$ cat src/rtl/popcount_pkg.sv
// Shared types and constants for the popcount window statistics block.
package popcount_pkg;
    localparam int MAX_COUNT = 32;
    localparam int CNT_W     = 6;

    typedef logic [CNT_W-1:0] cnt_t;

    typedef enum logic {
        EMPTY = 1'b0,
        FULL  = 1'b1
    } out_state_e;
endpackage

$ cat src/rtl/popcount_win_acc.sv
// Window accumulator: range check, sample index, running sum/min/max and
// a combinational end-of-window candidate that already includes the closing sample.
module popcount_win_acc
    import popcount_pkg::*;
#(
    parameter int WIN_LEN = 16,
    parameter int SUM_W   = 10
) (
    input  logic             clk,
    input  logic             reset_n,
    input  logic             clear,
    input  logic             in_valid,
    input  logic [CNT_W-1:0] in_count,
    output logic             in_range_err,
    output logic             cand_valid,
    output logic [SUM_W-1:0] cand_sum,
    output logic [CNT_W-1:0] cand_min,
    output logic [CNT_W-1:0] cand_max
);
    localparam int IDX_W = $clog2(WIN_LEN);

    logic [IDX_W-1:0] idx;
    logic [SUM_W-1:0] acc;
    cnt_t             min_q;
    cnt_t             max_q;
    logic             legal;
    logic             accept;
    logic             first;
    logic             last;

    assign legal  = (in_count <= cnt_t'(MAX_COUNT));
    assign accept = in_valid && legal && !clear;
    assign first  = (idx == '0);
    assign last   = (idx == IDX_W'(WIN_LEN - 1));

    // Candidate values fold in the current sample so the result can register at the window end.
    assign cand_sum   = first ? SUM_W'(in_count) : acc + SUM_W'(in_count);
    assign cand_min   = (first || (in_count < min_q)) ? in_count : min_q;
    assign cand_max   = (first || (in_count > max_q)) ? in_count : max_q;
    assign cand_valid = accept && last;

    always_ff @(posedge clk or negedge reset_n) begin
        if (!reset_n) begin
            idx          <= '0;
            acc          <= '0;
            min_q        <= '0;
            max_q        <= '0;
            in_range_err <= 1'b0;
        end else if (clear) begin
            idx          <= '0;
            acc          <= '0;
            min_q        <= '0;
            max_q        <= '0;
            in_range_err <= 1'b0;
        end else begin
            in_range_err <= in_valid && !legal;
            if (accept) begin
                idx   <= last ? '0 : idx + 1'b1;
                acc   <= cand_sum;
                min_q <= cand_min;
                max_q <= cand_max;
            end
        end
    end
endmodule

$ cat src/rtl/popcount_window_stats.sv
// Per-window popcount statistics with a single-entry valid/ready output register,
// density alarms and a saturating count of windows dropped while the register was full.
module popcount_window_stats
    import popcount_pkg::*;
#(
    parameter int  WIN_LEN   = 16,
    parameter int  HI_THRESH = 384,
    parameter int  LO_THRESH = 128,
    localparam int SUM_W     = $clog2(WIN_LEN * MAX_COUNT + 1)
) (
    input  logic             clk,
    input  logic             reset_n,
    input  logic             clear,
    input  logic             in_valid,
    input  logic [CNT_W-1:0] in_count,
    output logic             in_range_err,
    output logic             out_valid,
    input  logic             out_ready,
    output logic [SUM_W-1:0] out_sum,
    output logic [CNT_W-1:0] out_min,
    output logic [CNT_W-1:0] out_max,
    output logic             out_hi_alarm,
    output logic             out_lo_alarm,
    output logic [7:0]       overrun_cnt,
    output logic             state_dbg
);
    // Handshake: a result transfers on any cycle where out_valid && out_ready;
    // out_* never change while out_valid is high and out_ready is low.
    out_state_e       state;
    out_state_e       next_state;
    logic             cand_valid;
    logic [SUM_W-1:0] cand_sum;
    cnt_t             cand_min;
    cnt_t             cand_max;
    logic             load;
    logic             drop;

    popcount_win_acc #(
        .WIN_LEN (WIN_LEN),
        .SUM_W   (SUM_W)
    ) u_win_acc (
        .clk          (clk),
        .reset_n      (reset_n),
        .clear        (clear),
        .in_valid     (in_valid),
        .in_count     (in_count),
        .in_range_err (in_range_err),
        .cand_valid   (cand_valid),
        .cand_sum     (cand_sum),
        .cand_min     (cand_min),
        .cand_max     (cand_max)
    );

    always_comb begin
        next_state = state;
        load       = 1'b0;
        drop       = 1'b0;
        case (state)
            EMPTY: begin
                if (cand_valid) begin
                    load       = 1'b1;
                    next_state = FULL;
                end
            end
            FULL: begin
                if (out_ready) begin
                    if (cand_valid) load = 1'b1;
                    else            next_state = EMPTY;
                end else if (cand_valid) begin
                    drop = 1'b1;
                end
            end
            default: next_state = EMPTY;
        endcase
    end

    always_ff @(posedge clk or negedge reset_n) begin
        if (!reset_n) begin
            state        <= EMPTY;
            out_sum      <= '0;
            out_min      <= '0;
            out_max      <= '0;
            out_hi_alarm <= 1'b0;
            out_lo_alarm <= 1'b0;
            overrun_cnt  <= '0;
        end else if (clear) begin
            state        <= EMPTY;
            out_sum      <= '0;
            out_min      <= '0;
            out_max      <= '0;
            out_hi_alarm <= 1'b0;
            out_lo_alarm <= 1'b0;
            overrun_cnt  <= '0;
        end else begin
            state <= next_state;
            if (load) begin
                out_sum      <= cand_sum;
                out_min      <= cand_min;
                out_max      <= cand_max;
                out_hi_alarm <= (cand_sum > SUM_W'(HI_THRESH));
                out_lo_alarm <= (cand_sum < SUM_W'(LO_THRESH));
            end
            if (drop && (overrun_cnt != 8'hFF)) overrun_cnt <= overrun_cnt + 8'd1;
        end
    end

    assign out_valid = (state == FULL);
    assign state_dbg = state;
endmodule

$ cat config.mk
export PLATFORM = sky130hd
export DESIGN_NAME = popcount_window_stats
export DESIGN_NICKNAME = d
export VERILOG_FILES = /design/src/rtl/popcount_pkg.sv /design/src/rtl/popcount_win_acc.sv /design/src/rtl/popcount_window_stats.sv
export SDC_FILE = /design/constraint.sdc
export NUM_CORES = 1
export LEC_CHECK = 0
export CORE_ASPECT_RATIO = 0.7
export CORE_UTILIZATION = 55
export CTS_CLUSTER_SIZE = 8
export DETAILED_ROUTE_END_ITERATION = 7
export PLACE_DENSITY = 0.89
export SLEW_MARGIN = 30
export SYNTH_ARGS = -nofsm -noshare
export SYNTH_HDL_FRONTEND = slang
export SYNTH_SLANG_ARGS = --single-unit
$ cat constraint.sdc
create_clock -name clk -period 3.2 [get_ports clk]
set_input_delay 0.48 -clock clk [delete_from_list [all_inputs] [get_ports clk]]
set_output_delay 0.48 -clock clk [all_outputs]
set_load 0.02 [all_outputs]
==> results.json, run 1 <==
{
  "initial_core_util_pct": 58.8,
  "vias_per_cell": 6.11,
  "synth_seq_area_share_pct": 43.3,
  "gp_congestion": 0.943,
  "drt_iter0_markers": 233,
  "leakagePower_nw": 1.76,
  "grt_max_degree": 43,
  "nNetsFinal": 467,
  "rows": 23,
  "avgSynthCellArea_sq_um": 9.09,
  "die_h_um": 68.5,
  "outcome": "finished, final reports clean",
  "syn-num-nets": 414,
  "diodes": 0,
  "max_slew_margin_pct": 60.6,
  "fmax_ghz": 0.341,
  "tritoncts": "done",
  "ant_nets": 0,
  "crit_arrival_ps": 3200,
  "cts_setup_buffers": 0,
  "hpwl_mm": 6.43,
  "ys_async_sr_fraction_pct": 100,
  "skew_ps": 7.18,
  "hold_path.class": "in -> async",
  "core_sq_mm": 0.00590,
  "vias": 3134,
  "numCtsBuffers": 9,
  "tightest_slew_ps": 588,
  "multi_input_area_sq_mm": 0.00182,
  "dieWidth_um": 97.0,
  "rsz0062_at_grt": "false",
  "cts_sinks": 60,
  "fill_cells": 418,
  "r2r_cells": 8,
  "cts-root-buf": "clkbuf_8",
  "setup-violations-final": 0,
  "path_class": "in -> reg",
  "synthCells": 382,
  "synthFlopType": "dfrtp_1",
  "pin_count": 46,
  "crit_required_ps": 3460,
  "cts_buffer_depth": 2,
  "globalRouteOverflowTotal": 0,
  "yosys_warnings": 0,
  "clk_pin_slew_ps": 70,
  "route.met3.wl_um": 731,
  "wl_met2_mm": 4.21,
  "hold_buffers": 0,
  "wl_mm": 9.05,
  "grt_pass1_wl_mm": 14.3,
  "max_cap_violations": 0,
  "grt_use_total_pct": 28.1,
  "synth_area_sq_mm": 0.00347,
  "drtPass1Iterations": 7,
  "cts_resized": 0,
  "antenna_found_initial": 0,
  "crit_fanout": 10,
  "ff_latch_area_sq_mm": 0.00150,
  "clk_latency_ps": 350,
  "start_kind": "input port",
  "peakVddDrop_mv": 0.246,
  "totalPowerFinal_mw": 1.64,
  "fin_crit_sh_pct": 91.8,
  "p_per_area_mw_per_mm2": 389,
  "setup_tns_ps": 0,
  "hold_viol": 0,
  "synth_seq_cells": 60,
  "layout-drive-gt1-share_pct": 9.59,
  "grt_pass1_vias": 2985,
  "dieArea_sq_mm": 0.00664,
  "ys_types": 48,
  "end_kind": "flop",
  "area_delta_synth_final_pct": 21.3,
  "routedWlPerCell_um": 17.6,
  "synth_edf_count": 0,
  "cts-htree-levels": 3,
  "m1WireLength_mm": 3.98,
  "top_layer": "met4",
  "drc_errors": 0,
  "maxSlewViolCount": 0,
  "portBuffers": 45,
  "post-route-min-period_ps": 2940,
  "r2r_setup_slack_ps": 640
}
==> critical path, cell delays in order <==
cell	delay, ps
clkdlybuf4s50_1	720
ha_1	310
a211oi_1	500
o21a_1	280
o21ai_0	120
a31oi_1	400
o32ai_1	170
a31oi_1	210
==> cell type report <==
type	instances	share of cell area [%]
multi-input combinational	285	43.2
tap	75	2.23
inverter	15	1.34
sequential	60	35.7
clock buffer	11	3.36
timing repair buffer	64	13.8
clock inverter	3	0.357
==> report_power, final <==
group	leakage, nW	switching (mW)	internal, mW
combinational	0.845	0.171	0.0949
sequential	0.829	0.0130	0.774
clock	0.0848	0.296	0.289
total	1.76	0.480	1.16
==> flip-flops by register name, summed over array words and instances, names as in the netlist <==
| name | flops |
|---|---|
| u_win_acc.acc | 10 |
| out_valid | 1 |
| u_win_acc.min_q | 6 |
| u_win_acc.idx | 4 |
| overrun_cnt | 8 |
| out_min | 6 |
| out_sum | 10 |
| u_win_acc.max_q | 6 |
| out_max | 6 |
| out_hi_alarm | 1 |
| u_win_acc.in_range_err | 1 |
| out_lo_alarm | 1 |
==> per-layer routing <==
metal  vias up  GRT usage [%]
met5         -              0
met4         0           10.6
met3        14           8.68
met2       163           46.2
met1      1470           35.6
li1       1487              -
==> Yosys cell counts (3+ instances only) <==
cell type	number	share of area (%)
a211oi_1	9	1.9
a21o_1	5	1.1
a21oi_1	27	3.9
a311oi_1	12	3.0
a31oi_1	3	0.54
and3_1	4	0.72
buf_2	6	0.87
clkbuf_1	13	1.4
dfrtp_1	60	43
ha_1	20	7.2
inv_1	15	1.6
mux2i_1	9	2.6
nand2_1	34	3.7
nand2b_1	4	0.72
nand3_1	16	2.3
nand4_1	4	0.72
nor2_1	52	5.6
nor2b_1	3	0.54
o2111ai_1	7	1.8
o21a_1	4	0.87
o21ai_0	25	3.6
o31ai_1	6	1.3
or3_1	5	0.90
xnor2_1	4	1.0
xor2_1	6	1.5
==> cells by family after synthesis <==
| group | Yosys count | share of synthesized area [%] |
|---|---|---|
| mux | 9 | 2.60 |
| compound gates | 112 | 21.8 |
| xor+xnor | 10 | 2.52 |
| buf+inv | 37 | 4.43 |
| fa+ha+maj | 21 | 7.79 |
| flops | 60 | 43.3 |
| simple gates | 133 | 17.6 |
==> metrics by stage <==
step	cell area [sq um]	instances	setup WS [ps]	hold slack [ps]	util (%)
3_5_place_dp	4060	499	66.6	450	68.7
4_1_cts	4210	513	387	77.4	71.4
2_1_floorplan	3470	382	838	184	-
3_3_place_gp	4060	499	190	436	68.7
5_1_grt	4210	513	183	100	71.4
6_report	4210	513	264	63.9	71.4
==> cells in the final DEF, fill, tap and decap left out, types with 10 or more instances in the layout <==
| master | count |
|---|---|
| clkbuf_8 | 10 |
| ha_1 | 20 |
| nand2_1 | 34 |
| a21oi_1 | 27 |
| nand3_1 | 16 |
| inv_1 | 15 |
| a311oi_1 | 12 |
| nor2_1 | 52 |
| dfrtp_1 | 60 |
| clkdlybuf4s50_1 | 43 |
| buf_4 | 19 |
| o21ai_0 | 25 |
==> worst paths after layout <==
kind,from,endpoint
worst max-delay path,in_count[1],out_hi_alarm
worst min-delay path,reset_n,out_min[5]
worst max register to register,u_win_acc.acc[0],out_hi_alarm
worst min register to register,out_sum[1],out_sum[1]
max in group asynchronous,reset_n,out_sum[7]
min in group clk,out_sum[1],out_sum[1]
Note: power is estimated with default switching activity, not from simulation.
==> run 2, diff against run 1 <==
--- a/config.mk
+++ b/config.mk
@@ -7,7 +7,7 @@
 export LEC_CHECK = 0
 export CORE_ASPECT_RATIO = 0.7
 export CORE_UTILIZATION = 55
-export CTS_CLUSTER_SIZE = 8
+export CTS_CLUSTER_SIZE = 14
 export DETAILED_ROUTE_END_ITERATION = 7
 export PLACE_DENSITY = 0.89
 export SLEW_MARGIN = 30
==> results of run 2 <==
Final layout, timing and power as in run 1 (identical DEF).
